$ cat config.mk
export PLATFORM = sky130hd
export DESIGN_NAME = regport_arbiter
export DESIGN_NICKNAME = d
export VERILOG_FILES = /design/src/rtl/regport_arbiter.sv
export SDC_FILE = /design/constraint.sdc
export NUM_CORES = 1
export LEC_CHECK = 0
export ABC_CLOCK_PERIOD_IN_PS = 3800
export CAP_MARGIN = 10
export CORE_MARGIN = 5
export CORE_UTILIZATION = 42
export DETAILED_ROUTE_END_ITERATION = 8
export PLACE_DENSITY = 0.8
export SYNTH_ARGS = -nofsm -noshare
export SYNTH_HDL_FRONTEND = slang
export SYNTH_SLANG_ARGS = --single-unit
$ cat constraint.sdc
create_clock -name clk -period 3.8 [get_ports clk]
set_input_delay 1.14 -clock clk [delete_from_list [all_inputs] [get_ports clk]]
set_output_delay 1.14 -clock clk [all_outputs]
set_load 0.005 [all_outputs]
$ cat src/rtl/regport_arbiter.sv
// rtl/regport_arbiter.sv - round-robin arbiter for the register file auxiliary read port
module regport_arbiter #(
  parameter int NREQ     = 4,
  parameter int AW       = 5,
  parameter int DW       = 32,
  parameter int MAX_HOLD = 8
) (
  input  logic             clk,
  input  logic             rst,
  input  logic [NREQ-1:0]    req,
  input  logic [NREQ-1:0]    hold,
  input  logic [NREQ*AW-1:0] addr,
  output logic [NREQ-1:0]    gnt,
  output logic [NREQ-1:0]    rvalid,
  output logic [DW-1:0]      rdata,
  output logic [AW-1:0]      rf_addr,
  input  logic [DW-1:0]      rf_data
);

  localparam int IW = (NREQ > 1) ? $clog2(NREQ) : 1;
  localparam int HW = $clog2(MAX_HOLD + 1);

  localparam logic [1:0] S_IDLE  = 2'd0;
  localparam logic [1:0] S_GRANT = 2'd1;
  localparam logic [1:0] S_RESP  = 2'd2;

  logic [1:0]    state_q, state_d;
  logic [IW-1:0] owner_q, owner_d;
  logic [IW-1:0] ptr_q, ptr_d;
  logic [HW-1:0] hcnt_q, hcnt_d;
  logic [AW-1:0] a_reg_q, a_reg_d;
  logic [DW-1:0] rdata_q, rdata_d;
  logic [IW:0]   arb_idle, arb_resp;

  // First requester set at or after p+1, wrapping; MSB flags a winner.
  function automatic logic [IW:0] arb(input logic [NREQ-1:0] r, input logic [IW-1:0] p);
    logic [IW:0] res;
    res = '0;
    for (int k = NREQ; k >= 1; k--) begin
      if (r[(int'(p) + k) % NREQ]) res = {1'b1, IW'((int'(p) + k) % NREQ)};
    end
    return res;
  endfunction

  function automatic logic [AW-1:0] addr_of(input logic [NREQ*AW-1:0] a, input logic [IW-1:0] i);
    return a[int'(i)*AW +: AW];
  endfunction

  // Next-state: arbitration from IDLE, data capture in GRANT, chain or re-arbitrate in RESP.
  always_comb begin
    state_d  = state_q;
    owner_d  = owner_q;
    ptr_d    = ptr_q;
    hcnt_d   = hcnt_q;
    a_reg_d  = a_reg_q;
    rdata_d  = rdata_q;
    arb_idle = arb(req, ptr_q);
    arb_resp = arb(req, owner_q);
    case (state_q)
      S_IDLE: begin
        if (arb_idle[IW]) begin
          owner_d = arb_idle[IW-1:0];
          a_reg_d = addr_of(addr, arb_idle[IW-1:0]);
          hcnt_d  = '0;
          state_d = S_GRANT;
        end
      end
      S_GRANT: begin
        rdata_d = rf_data;
        state_d = S_RESP;
      end
      S_RESP: begin
        if (hold[owner_q] && req[owner_q] && (hcnt_q < HW'(MAX_HOLD - 1))) begin
          hcnt_d  = hcnt_q + HW'(1);
          a_reg_d = addr_of(addr, owner_q);
          state_d = S_GRANT;
        end else begin
          // Search starts after the departing owner, so it becomes lowest priority.
          ptr_d = owner_q;
          if (arb_resp[IW]) begin
            owner_d = arb_resp[IW-1:0];
            a_reg_d = addr_of(addr, arb_resp[IW-1:0]);
            hcnt_d  = '0;
            state_d = S_GRANT;
          end else begin
            state_d = S_IDLE;
          end
        end
      end
      default: state_d = S_IDLE;
    endcase
  end

  // Outputs decoded from state and owner only.
  always_comb begin
    gnt     = '0;
    rvalid  = '0;
    rf_addr = '0;
    if (state_q == S_GRANT) begin
      gnt[owner_q] = 1'b1;
      rf_addr      = a_reg_q;
    end
    if (state_q == S_RESP) rvalid[owner_q] = 1'b1;
  end

  assign rdata = rdata_q;

  // State registers with synchronous active-low reset; pointer starts so requester 0 wins first.
  always_ff @(posedge clk) begin
    if (!rst) begin
      state_q <= S_IDLE;
      owner_q <= '0;
      ptr_q   <= IW'(NREQ - 1);
      hcnt_q  <= '0;
      a_reg_q <= '0;
      rdata_q <= '0;
    end else begin
      state_q <= state_d;
      owner_q <= owner_d;
      ptr_q   <= ptr_d;
      hcnt_q  <= hcnt_d;
      a_reg_q <= a_reg_d;
      rdata_q <= rdata_d;
    end
  end

endmodule

==> qor.yml <==
antenna_found_initial: 0
synth.net_count: 372
clock-sinks: 47
io-pin-count: 107
synth_common_cells: "77 x nand2_1, 47 x dfxtp_1, 38 x a21oi_1"
worst_pin_slew_ns: 0.621
clk_pin_slew_ns: 0.09
drc: 0
finalSetupViolCount: 0
synth_area_leaders: "dfxtp_1 38%, nand2_1 12%, a21oi_1 7.7%"
fin_skew_ns: 0.00898
row_count: 28
syn_to_final_growth_pct: 51.1
period_needed_ns: 3.37
peakVddDrop_mv: 0.300
antenna_cells: 0
cts_resized: 0
first_pass_iters: 4
initial_core_util_pct: 42.6
synthArstFlopShare_pct: 0
synth_top_area_share_pct: 37.9
regToRegEndpoint: "a_reg_q[0]"
min_from: "rdata[18]"
die_h_microns: 86.8
die_width_microns: 86.8
min_period_over_period_pct: 88.8
hold_class: "reg2reg"
setup_tns_ns: 0
cts_buffers: 5
yosysWarnings: 0
grt_max_degree: 40
r2r.worst_path.cells: 9
nFillCells: 492
critical_path_class: "in2reg"
cts_max_level: 2
synth_seq_area_share_pct: 37.9
synth_edf_count: 0
grt_pass1_wl_microns: 11500
hold_viol: 0
hold_depth: 2
synth-main-ff-cell: "dfxtp_1"
cts_tree: "yes"
ys_seq_elements: 47
grt_usage_pct: 18.8
postLayoutCoreUtil_pct: 64.4
slew_headroom_pct: 58.4
globalRoute.totalOverflow: 0
pwr_density_cell_nw_per_um2: 348
hold_path_end: "rdata[18]"
cts_buffer_depth: 2
outcome: "completed"
core-area_sq_um: 5820
instances_no_fill: 483
dieArea_sq_um: 7540
dp.final_hpwl_microns: 5450
yosysTopAreaCell: "dfxtp_1"
leakage_nw: 1.41
timing.rr.start: "owner_q[0]"
finalMaxSlewViolations: 0
yosysMostFrequentCell: "nand2_1"
grt_pass1_vias: 2424
drive_gt1_share_pct: 8.09
max_freq_mhz: 296
holdBufCountCts: 0
dp.cells: 475
end_kind: "register"
drt-vias-per-instance: 5.16
wire_per_inst_microns: 15.1
post-cts-setup-buffer-count: 0
critPathArrivalTime_ns: 3.56
cap_violations: 0
rsz0062_at_grt: "no"
netlist_instances: 305
routed_wl_microns: 7300
syn_avg_cell_area_sq_um: 8.13
synth.cell_area_sq_um: 2480
io_buffers: 106
final_nets: 474
critical_path_required_ns: 3.99
ys_types: 47
ant_nets: 0
gp_congestion: 0.845
clkLatencyLatePin_ns: 0.29
cp_max_fo: 12
cts_root_buffer: "clkbuf_8"
vias: 2491
reg2reg_slack_ns: 1.03
first_iter_violations: 174
cp-start-kind: "primary input"
[worst max path at each step]
stage / from / endpoint / slack (ns) / depth (start not counted)
finish: req[1] / a_reg_q[0] / 0.43 / 8
global route: req[1] / a_reg_q[1] / 0.34 / 8
CTS: req[1] / a_reg_q[0] / 0.46 / 8
detailed placement: req[1] / a_reg_q[0] / 0.15 / 8
global placement: req[1] / a_reg_q[1] / 0.20 / 8
floorplan: req[2] / a_reg_q[0] / 0.77 / 7
[flip-flops by register name, indices dropped and copies added (netlist names)]
| signal | count |
|---|---|
| ptr_q | 2 |
| rdata | 32 |
| owner_q | 2 |
| hcnt_q | 4 |
| state_q | 2 |
| a_reg_q | 5 |
[cells in the final DEF, fill, tap and decap left out, drive strengths merged, types with 3 or more instances in the layout]
cell type	count
a21boi	8
a21oi	38
a221o	7
and2	14
buf	10
clkbuf	5
clkdlybuf4s50	106
dfxtp	47
ha	5
inv	5
mux2	10
mux2i	6
nand2	77
nand2b	5
nand3	7
nor2	15
o21ai	10
o31ai	3
[kinds of logic after synthesis]
logic type	synth area share [%]
buffers and inverters	4.89
DFF	37.9
and+or+nand+nor	23.2
muxes	8.63
AOI/OAI and AO/OA	22.9
adders and majority gates	2.52
[power breakdown]
group / total, mW / switching [mW] / leakage [nW] / internal, mW
Combinational: 0.333 / 0.149 / 0.961 / 0.184
Sequential: 0.544 / 0.0184 / 0.385 / 0.526
Clock: 0.428 / 0.166 / 0.0644 / 0.262
[routing by layer]
layer	global-route usage, %	vias to the layer above	routed length (microns)
met1	24.3	1150	3150
met4	3.97	0	60
met3	4.09	8	503
met2	32.2	77	3580
met5	0	-	0
li1	-	1256	-
[through the flow]
| step | setup WS, ns | hold WS (ns) | instance area, sq um | total power [mW] |
|---|---|---|---|---|
| after CTS | 0.458 | 0.458 | 3750 | 1.32 |
| after global routing | 0.340 | 0.471 | 3750 | 1.37 |
| after detailed placement | 0.149 | 0.445 | 3610 | 0.889 |
| after global placement | 0.204 | 0.441 | 3610 | 0.881 |
| final | 0.427 | 0.456 | 3750 | 1.31 |
| after floorplan | 0.773 | 0.432 | 2480 | 0.731 |
[cell type report]
cell class	count	area, sq um	area share (%)
tap	75	93.8	2.51
clock buffer	5	68.8	1.84
inverter	5	18.8	0.501
clock inverter	3	67.6	1.80
multi-input combinational	232	1420	37.9
sequential	47	941	25.1
timing repair buffer	116	1140	30.3
[worst max-delay path, stage by stage]
cell and delay (ns):
clkdlybuf4s50_1 0.70, mux2_1 0.21, o22ai_1 0.09, a311oi_2 0.44
a2bb2oi_4 0.26, nor2_4 0.09, mux2_4 0.30, a221o_1 0.32
Note: power is estimated with default switching activity, not from simulation.
